==> src/rtl/tag_rx_pkg.sv <==
// Constants and state encoding shared by the tag RX sync generator and the symbol synchroniser.
package tag_rx_pkg;

  localparam int unsigned SYNC_AMP    = 16384;
  localparam int unsigned SYNC_LEN    = 8000;
  localparam int unsigned SYNC_MIN    = 7900;
  localparam int unsigned SYNC_THRESH = 8192;

  typedef enum logic [1:0] {
    ST_IDLE = 2'd0,
    ST_POS  = 2'd1,
    ST_NEG  = 2'd2,
    ST_ACQ  = 2'd3
  } sync_state_e;

endpackage

==> src/rtl/tag_iq_integrator.sv <==
// Dual I/Q integrate-and-dump; sums are registered and held until the next dump.
module tag_iq_integrator
  import tag_rx_pkg::*;
#(
  parameter int unsigned DATA_WIDTH = 16,
  parameter int unsigned ACC_WIDTH  = 40
) (
  input  logic                  clk,
  input  logic                  reset,
  input  logic                  i_clear,
  input  logic                  i_start,
  input  logic                  i_valid,
  input  logic                  i_dump,
  input  logic [DATA_WIDTH-1:0] i_sample_i,
  input  logic [DATA_WIDTH-1:0] i_sample_q,
  output logic [ACC_WIDTH-1:0]  o_sum_i,
  output logic [ACC_WIDTH-1:0]  o_sum_q,
  output logic                  o_dump_valid
);

  logic [ACC_WIDTH-1:0] r_acc_i;
  logic [ACC_WIDTH-1:0] r_acc_q;
  logic [ACC_WIDTH-1:0] r_sum_i;
  logic [ACC_WIDTH-1:0] r_sum_q;
  logic                 r_dump_valid;
  logic [ACC_WIDTH-1:0] w_ext_i;
  logic [ACC_WIDTH-1:0] w_ext_q;

  assign w_ext_i = {{(ACC_WIDTH-DATA_WIDTH){i_sample_i[DATA_WIDTH-1]}}, i_sample_i};
  assign w_ext_q = {{(ACC_WIDTH-DATA_WIDTH){i_sample_q[DATA_WIDTH-1]}}, i_sample_q};

  // Accumulate valid samples; on dump publish acc+sample and restart from zero.
  always_ff @(posedge clk) begin
    if (reset || i_clear) begin
      r_acc_i      <= '0;
      r_acc_q      <= '0;
      r_sum_i      <= '0;
      r_sum_q      <= '0;
      r_dump_valid <= 1'b0;
    end else begin
      r_dump_valid <= 1'b0;
      if (i_start) begin
        r_acc_i <= '0;
        r_acc_q <= '0;
      end else if (i_valid) begin
        if (i_dump) begin
          r_sum_i      <= r_acc_i + w_ext_i;
          r_sum_q      <= r_acc_q + w_ext_q;
          r_acc_i      <= '0;
          r_acc_q      <= '0;
          r_dump_valid <= 1'b1;
        end else begin
          r_acc_i <= r_acc_i + w_ext_i;
          r_acc_q <= r_acc_q + w_ext_q;
        end
      end
    end
  end

  assign o_sum_i      = r_sum_i;
  assign o_sum_q      = r_sum_q;
  assign o_dump_valid = r_dump_valid;

endmodule

==> src/rtl/tag_rx_symb_sync.sv <==
// Preamble detector plus per-symbol integrate-and-dump with a valid/ready result stream.
module tag_rx_symb_sync #(
  parameter int unsigned DATA_WIDTH  = 16,
  parameter int unsigned ACC_WIDTH   = 40,
  parameter int unsigned CNT_WIDTH   = 24,
  parameter int unsigned NSYMB_WIDTH = 16,
  parameter int unsigned NSYMB       = 64,
  parameter int unsigned SYMB_LEN    = 5120,
  parameter int unsigned SYNC_LEN    = tag_rx_pkg::SYNC_LEN,
  parameter int unsigned SYNC_MIN    = tag_rx_pkg::SYNC_MIN,
  parameter int unsigned SYNC_THRESH = tag_rx_pkg::SYNC_THRESH
) (
  input  logic                   clk,
  input  logic                   reset,
  input  logic                   clear,
  input  logic                   in_valid,
  input  logic [DATA_WIDTH-1:0]  irx_in,
  input  logic [DATA_WIDTH-1:0]  qrx_in,
  output logic                   out_tvalid,
  input  logic                   out_tready,
  output logic                   out_tlast,
  output logic [ACC_WIDTH-1:0]   out_i,
  output logic [ACC_WIDTH-1:0]   out_q,
  output logic [NSYMB_WIDTH-1:0] out_symb,
  output logic                   sync_locked,
  output logic                   sync_err,
  output logic                   frame_done,
  output logic                   overflow,
  output logic [1:0]             state
);

  import tag_rx_pkg::*;

  localparam logic signed [DATA_WIDTH-1:0] L_THR_P     = DATA_WIDTH'(SYNC_THRESH);
  localparam logic signed [DATA_WIDTH-1:0] L_THR_N     = -L_THR_P;
  localparam logic [CNT_WIDTH-1:0]         L_RUN_MIN   = CNT_WIDTH'(SYNC_MIN);
  localparam logic [CNT_WIDTH-1:0]         L_RUN_MAX   = CNT_WIDTH'(SYNC_LEN);
  localparam logic [CNT_WIDTH-1:0]         L_RUN_SAT   = CNT_WIDTH'(SYNC_LEN + 1);
  localparam logic [CNT_WIDTH-1:0]         L_NEG_LAST  = CNT_WIDTH'(SYNC_LEN - 1);
  localparam logic [CNT_WIDTH-1:0]         L_SAMP_LAST = CNT_WIDTH'(SYMB_LEN - 1);
  localparam logic [NSYMB_WIDTH-1:0]       L_SYMB_LAST = NSYMB_WIDTH'(NSYMB - 1);

  sync_state_e            r_state;
  logic [CNT_WIDTH-1:0]   r_run;
  logic [CNT_WIDTH-1:0]   r_samp_cnt;
  logic [NSYMB_WIDTH-1:0] r_symb;
  logic [NSYMB_WIDTH-1:0] r_out_symb;
  logic                   r_tvalid;
  logic                   r_tlast;
  logic                   r_locked;
  logic                   r_sync_err;
  logic                   r_frame_done;
  logic                   r_overflow;

  logic w_pos;
  logic w_neg;
  logic w_acq_valid;
  logic w_dump;
  logic w_start;
  logic w_last_symb;
  logic w_int_dump_valid;

  assign w_pos       = $signed(irx_in) >= L_THR_P;
  assign w_neg       = $signed(irx_in) <= L_THR_N;
  assign w_acq_valid = in_valid && (r_state == ST_ACQ);
  assign w_dump      = w_acq_valid && (r_samp_cnt == L_SAMP_LAST);
  assign w_start     = in_valid && (r_state == ST_NEG) && w_neg && (r_run == L_NEG_LAST);
  assign w_last_symb = (r_symb == L_SYMB_LAST);

  // Symbol sums; the integrator's registered dump outputs drive out_i/out_q directly.
  tag_iq_integrator #(
    .DATA_WIDTH (DATA_WIDTH),
    .ACC_WIDTH  (ACC_WIDTH)
  ) u_integrator (
    .clk          (clk),
    .reset        (reset),
    .i_clear      (clear),
    .i_start      (w_start),
    .i_valid      (w_acq_valid),
    .i_dump       (w_dump),
    .i_sample_i   (irx_in),
    .i_sample_q   (qrx_in),
    .o_sum_i      (out_i),
    .o_sum_q      (out_q),
    .o_dump_valid (w_int_dump_valid)
  );

  // Sync FSM, sample/symbol counters and result handshake; clear outranks all events.
  // A fresh result is published on the same edge the integrator dumps, so its
  // delayed dump strobe is redundant here and only absorbed by the default arm.
  always_ff @(posedge clk) begin
    if (reset || clear) begin
      r_state      <= ST_IDLE;
      r_run        <= '0;
      r_samp_cnt   <= '0;
      r_symb       <= '0;
      r_out_symb   <= '0;
      r_tvalid     <= 1'b0;
      r_tlast      <= 1'b0;
      r_locked     <= 1'b0;
      r_sync_err   <= 1'b0;
      r_frame_done <= 1'b0;
      r_overflow   <= 1'b0;
    end else begin
      r_sync_err   <= 1'b0;
      r_frame_done <= 1'b0;

      if (w_dump) begin
        r_tvalid   <= 1'b1;
        r_out_symb <= r_symb;
        r_tlast    <= w_last_symb;
        if (r_tvalid && !out_tready) begin
          r_overflow <= 1'b1;
        end
      end else if (r_tvalid && out_tready) begin
        r_tvalid <= 1'b0;
      end

      if (in_valid) begin
        case (r_state)
          ST_IDLE: begin
            if (w_pos) begin
              r_state <= ST_POS;
              r_run   <= CNT_WIDTH'(1);
            end
          end
          ST_POS: begin
            if (w_pos) begin
              if (r_run != L_RUN_SAT) begin
                r_run <= r_run + CNT_WIDTH'(1);
              end
            end else if (w_neg && (r_run >= L_RUN_MIN) && (r_run <= L_RUN_MAX)) begin
              r_state <= ST_NEG;
              r_run   <= CNT_WIDTH'(1);
            end else begin
              r_sync_err <= 1'b1;
              r_state    <= ST_IDLE;
              r_run      <= '0;
            end
          end
          ST_NEG: begin
            if (w_neg) begin
              if (r_run == L_NEG_LAST) begin
                r_state    <= ST_ACQ;
                r_locked   <= 1'b1;
                r_run      <= '0;
                r_samp_cnt <= '0;
                r_symb     <= '0;
              end else begin
                r_run <= r_run + CNT_WIDTH'(1);
              end
            end else begin
              r_sync_err <= 1'b1;
              r_state    <= ST_IDLE;
              r_run      <= '0;
            end
          end
          ST_ACQ: begin
            if (w_dump) begin
              r_samp_cnt <= '0;
              if (w_last_symb) begin
                r_frame_done <= 1'b1;
                r_locked     <= 1'b0;
                r_state      <= ST_IDLE;
                r_symb       <= '0;
              end else begin
                r_symb <= r_symb + NSYMB_WIDTH'(1);
              end
            end else begin
              r_samp_cnt <= r_samp_cnt + CNT_WIDTH'(1);
            end
          end
          default: begin
            r_state <= w_int_dump_valid ? ST_IDLE : ST_IDLE;
          end
        endcase
      end
    end
  end

  assign out_tvalid  = r_tvalid;
  assign out_tlast   = r_tlast;
  assign out_symb    = r_out_symb;
  assign sync_locked = r_locked;
  assign sync_err    = r_sync_err;
  assign frame_done  = r_frame_done;
  assign overflow    = r_overflow;
  assign state       = r_state;

endmodule

==> config.mk <==
export PLATFORM = sky130hd
export DESIGN_NAME = tag_rx_symb_sync
export DESIGN_NICKNAME = d
export VERILOG_FILES = /design/src/rtl/tag_rx_pkg.sv /design/src/rtl/tag_iq_integrator.sv /design/src/rtl/tag_rx_symb_sync.sv
export SDC_FILE = /design/constraint.sdc
export NUM_CORES = 1
export LEC_CHECK = 0
export BUFFER_PORTS_ARGS = -buffer_cell sky130_fd_sc_hd__buf_2
export CAP_MARGIN = 20
export CORE_MARGIN = 5
export CORE_UTILIZATION = 32
export DETAILED_ROUTE_END_ITERATION = 7
export SLEW_MARGIN = 20
export SYNTH_ARGS = -nofsm -noshare
export SYNTH_HDL_FRONTEND = slang
export SYNTH_HIERARCHICAL = 1
export SYNTH_SLANG_ARGS = --single-unit
==> constraint.sdc <==
create_clock -name clk -period 4.65 [get_ports clk]
set_clock_uncertainty 0.2 [all_clocks]
set_input_delay 0.93 -clock clk [delete_from_list [all_inputs] [get_ports clk]]
set_output_delay 0.93 -clock clk [all_outputs]
set_load 0.03 [all_outputs]
* After elaboration in Yosys (flattened, before gate mapping)
Index checks and enable logic that the tools add are counted.
Widths: inputs -> output; s select.
** Word-level totals
- Input bits :: 37
- Logic and storage cells :: 106
- Bits in registers :: 248
** Operators by class
- Add/sub/neg operators :: 5
- Reduce and logical (&&, ||, !) cells :: 25
- Bitwise operators :: 4
- Equal/unequal tests :: 15
- Magnitude comparators :: 4
- Mux-type cells :: 38
** Operator list (number)
- $mux 24 :: 8
- $add 40x40->40 :: 2
- $mux 40 :: 2
- $pmux 24 s3 :: 1
- $mux 16 :: 4
- $add 24x1->24 const B :: 2
- $eq 24x13->1 const B :: 2
- $pmux 24 s2 :: 1
- $pmux 16 s2 :: 1
- $ge 24x13->1 const B :: 1
- $le 24x13->1 const B :: 1
- $ne 24x13->1 const B :: 1
- $add 16x1->16 const B :: 1
- $eq 16x6->1 const B :: 1
- $ge 16x15->1 const B :: 1
- $le 16x14->1 const B :: 1
- $mux 2 :: 7
- $reduce_and 6->1 :: 2
- $mux 1 :: 11
- $logic_and 1x1->1 :: 9
- $ne 2x2->1 const B :: 4
- $pmux 2 s4 :: 1
- $reduce_and 4->1 :: 2
- $reduce_and 5->1 :: 1
- 16 further kinds :: 24

* Longest topological paths before layout
- Word-level depth :: 6
- Depth in mapped cells :: 14
- Gate-level depth less buffers :: 13

* Modules after synthesis
Netlist, hierarchy kept.
** Modules (own cells, without submodules)
- tag_iq_integrator :: seq. area each 3223.1 um^2, cells an instance 1255, area an instance 9907.0 um^2, times used 1
- tag_rx_symb_sync :: seq. area each 1761.7 um^2, cells an instance 563, area an instance 4491.8 um^2, times used 1

* Least setup slack after synthesis
OpenSTA, ideal clock, no wires.
- Path kind :: input -> register
- Start point :: in irx_in[3]
- End point :: reg u_integrator.r_sum_q[35], in the netlist u_integrator/o_sum_q[35]
- Slack :: 0.888 ns
- Path buffers :: 3
- Data arrival time :: 3.475 ns
- Stages :: 10
- Path through :: nor4_1 > nand4_1 > a2111oi_4 > clkbuf_1 > and2_1 > or2_2 > clkbuf_1 > clkbuf_1 > nand3_1 > o31ai_1
** Between the ends
- Word-level cells in the longest chain between the ends :: 5
** Ends and longest elaborated chain
- start: declaration :: RTL line tag_rx_symb_sync.sv:17 : input logic [DATA_WIDTH-1:0] irx_in,
- $le 16x14->1 :: RTL line tag_rx_symb_sync.sv:64 : assign w_neg = $signed(irx_in) <= L_THR_N;
- $logic_and 1x1->1 (2 in series) :: RTL line tag_rx_symb_sync.sv:67 : assign w_start = in_valid && (r_state == ST_NEG) && w_neg && (r_run == L_NEG_LAST);
- via w_start :: RTL line tag_rx_symb_sync.sv:59 : logic w_start;
- $not 1->1 (no source line)
- $reduce_and 3->1 (no source line)
- end signal: assignment :: RTL line tag_iq_integrator.sv:48 : r_sum_q <= r_acc_q + w_ext_q;
- end: declaration :: RTL line tag_iq_integrator.sv:24 : logic [ACC_WIDTH-1:0] r_sum_q;
The timed path passes the listed nets, and every way through them passes these cells.
A chain may end at the register's enable or synchronous reset.

* Worst setup path in the final report
- Start point :: in qrx_in[0]
- End point :: reg u_integrator.r_sum_q[38], in the netlist u_integrator/o_sum_q[38]
** Between the ends
- Word-level cells in the longest chain between the ends :: 1
** Ends and longest elaborated chain
- start: declaration :: RTL line tag_rx_symb_sync.sv:18 : input logic [DATA_WIDTH-1:0] qrx_in,
- $add 40x40->40 :: RTL line tag_iq_integrator.sv:48
Every way passes these cells.

==> flow_metrics.py <==
metrics = {
    "global_route": {
        "antenna_found_initial": 0,
        "grt_pass1_wl_mm": 69.16,
        "grt_pass1_vias": 12910,
        "grt_usage": 0.1651,
        "overflow": 0,
        "grt_max_degree": 51,
    },
    "power_and_ir_drop": {
        "peakVddDrop_mv": 0.2198,
        "power.share.clock": 0.492,
        "power_uw": 4735,
        "pwr-share-seq": 0.449,
        "sw_frac_of_total": 0.2371,
        "power.density_nw_per_um2": 283.9,
        "internal_power_uw": 3613,
        "combinationalPowerShare": 0.059,
        "p_switching_uw": 1123,
        "p_leak_uw": 0.006681,
    },
    "setup_path": {
        "slowest_delay_ns": 0.53,
        "slowest_stage": "o41a_1",
        "critPathKind": "in2reg",
        "end_kind": "register",
        "crit-reg2reg-launch": "state[0]",
        "cp-start-kind": "input pin",
        "reg2reg_depth": 11,
        "crit_arrival_ns": 3.87,
        "worstPathMaxFanout": 4,
        "r2r_end": "u_integrator/o_sum_i[39]",
        "worstPathCellList": "buf_2, ha_1, inv_1, fa_1, and2b_1, o31ai_1, and2_4, o21ai_2, o41a_1, a41oi_1, o31ai_1, xor2_1, nand2_1, a21oi_1",
        "r2r_slack_ns": 1.17,
        "cp.required_ns": 4.95,
        "path_buf_inv": 2,
        "cp_top_family": "compound AO/OA/AOI/OAI gates",
        "cp_common_cell": "o31ai_1",
    },
    "floorplan": {
        "die_y_um": 222.0,
        "io_pins": 141,
        "fp.dieArea_um2": 49270,
        "coreArea_um2": 44320,
        "rows": 77,
        "die_width_um": 222.0,
        "initial_core_util": 0.3244,
    },
    "detailed_routing": {
        "final_antenna_net_count": 0,
        "route.detailed.drc": 0,
        "dr_total_vias": 13470,
        "drt-vias-per-instance": 5.305,
        "drt-initial-drc-count": 917,
        "avgRoutedWirePerCell_um": 16.71,
        "wirelength_mm": 42.41,
        "first_pass_iters": 7,
    },
    "hold_path": {
        "min_path_cells": 2,
        "hp-class": "reg2reg",
        "hp-start": "u_integrator/o_sum_q[3]",
        "hold_path_end": "u_integrator/o_sum_q[3]",
    },
    "outcome": {
        "status": "completed",
    },
    "finish": {
        "nets": 2051,
        "syn2layout_area_growth_pct": 16.00,
        "fill_cells": 4666,
        "layout-drive-gt1-share": 0.1310,
        "num_antenna_cells": 0,
        "final_area_um2": 16680,
    },
    "synth": {
        "syn-cell-area_um2": 14380,
        "synthCells": 1817,
        "synthesis.nets": 1943,
        "yosysWarnings": 6,
        "avgSynthCellArea_um2": 7.913,
    },
    "sta": {
        "fin_ws_ns": 1.074,
        "slew_viol_final": 0,
        "slew_headroom": 0.3437,
        "period_needed_ns": 3.576,
        "rsz0062_at_grt": "no",
        "final.period_utilization": 0.7690,
        "setup_tns_ns": 0,
        "final_hold_viol_count": 0,
        "timing.fmax_mhz": 279.7,
        "worst_pin_slew_ns": 0.9844,
        "finalSetupViolations": 0,
    },
    "placed_design": {
        "hpwlAfterDp_mm": 31.35,
        "dpl_cell_area_um2": 15710,
        "port_buffers": 140,
        "gp_congestion": 0.9196,
        "dp_slack_ns": 0.4914,
    },
    "clocking": {
        "htreeDepth": 1,
        "clockBufferDepth": 3,
        "clockRootBuffer": "clkbuf_16",
        "insertion_delay_ns": 0.58,
        "cts_tree": "yes",
        "clk_pin_slew_worst_paths_ns": 0.06,
        "ctsResizeCount": 0,
        "cts_inserted_buffers": 30,
        "postCtsSetupRepairBufs": 0,
        "holdBufCountCts": 0,
        "clock_sinks": 248,
    },
    "flow_run": {
        "max_cap_viol_count": 0,
    },
}
## routing by layer
metal  routed length (um)  part of all wire  track usage  vias to the layer above
li1                     -                 -            -                     6727
met1                19890              0.47       0.2270                     6331
met2                19320              0.46       0.2713                      330
met3                 2109             0.050      0.02714                       77
met4                 1083             0.026      0.04116                        0
met5                    0                 0            0                        -
## cell type report
type	instances	area, um^2	area share
clock buffer	44	874.6	0.05243
clock inverter	9	97.59	0.005851
inverter	37	138.9	0.008326
multi-input combinational	1442	8955	0.5369
sequential	248	4965	0.2977
tap	592	740.7	0.04441
timing repair buffer	166	908.4	0.05446
## registers in the layout, summed over array words and instances, names as in the netlist
name,count
frame_done,1
out_symb,16
out_tlast,1
out_tvalid,1
overflow,1
r_run,24
r_samp_cnt,24
r_symb,16
state,2
sync_err,1
sync_locked,1
u_integrator/o_sum_i,40
u_integrator/o_sum_q,40
u_integrator/r_acc_i,40
u_integrator/r_acc_q,40
## power by group through the flow
stage          combinational (uW)  sequential (uW)  clock [uW]
5_1_grt                       308             2130        2490
2_1_floorplan                 182             2170           0
3_3_place_gp                  277             2170           0
6_report                      280             2130        2330
3_5_place_dp                  279             2170           0
4_1_cts                       280             2130        2400
## worst max-delay path by stage
stage,startpoint,endpoint,slack (ns),cells past startpoint
2_1_floorplan,irx_in[3],u_integrator/o_sum_q[35],0.89,10
3_3_place_gp,irx_in[15],u_integrator/r_acc_i[39],0.50,13
3_5_place_dp,irx_in[15],u_integrator/r_acc_i[39],0.49,13
4_1_cts,irx_in[15],u_integrator/r_acc_i[39],1.09,13
5_1_grt,state[0],u_integrator/o_sum_i[39],0.79,11
6_report,qrx_in[0],u_integrator/o_sum_q[38],1.07,14
## worst reg2reg max path, cell delays in order (launching register included)
cell and delay, ns:
dfxtp_1 0.43, ha_1 0.30, nor4bb_1 0.41, nand2_1 0.14
nor3_1 0.28, nand2_1 0.20, nor2_4 0.45, buf_4 0.46
nand2_1 0.10, o21ai_0 0.15, a21oi_1 0.08, o21a_1 0.17
## cells in the final DEF (no fill, tap or decap), drive strengths merged, types with 15 or more instances in the layout
| master | count |
|---|---|
| nand2 | 266 |
| dfxtp | 248 |
| a21oi | 222 |
| nor2 | 173 |
| buf | 166 |
| ha | 87 |
| o21ai | 74 |
| xnor2 | 65 |
| nand3 | 49 |
| nor2b | 48 |
| clkbuf | 44 |
| a21o | 42 |
| xor2 | 41 |
| a22o | 41 |
| inv | 37 |
| nand4 | 37 |
| nor3 | 33 |
| and3 | 21 |
| nor4 | 18 |
| o31ai | 16 |
| or4 | 15 |
| nand2b | 15 |
| o211ai | 15 |
## per-stage QoR
stage | hold slack (ns) | utilization | instances
CTS | 0.2527 | 0.3764 | 2538
detailed placement | 0.2425 | 0.3544 | 2485
finish | 0.2492 | 0.3764 | 2538
floorplan | 0.2291 | - | 1817
global placement | 0.2378 | 0.3544 | 2485
global route | 0.2710 | 0.3764 | 2538
(Power assumes the default switching activity.)
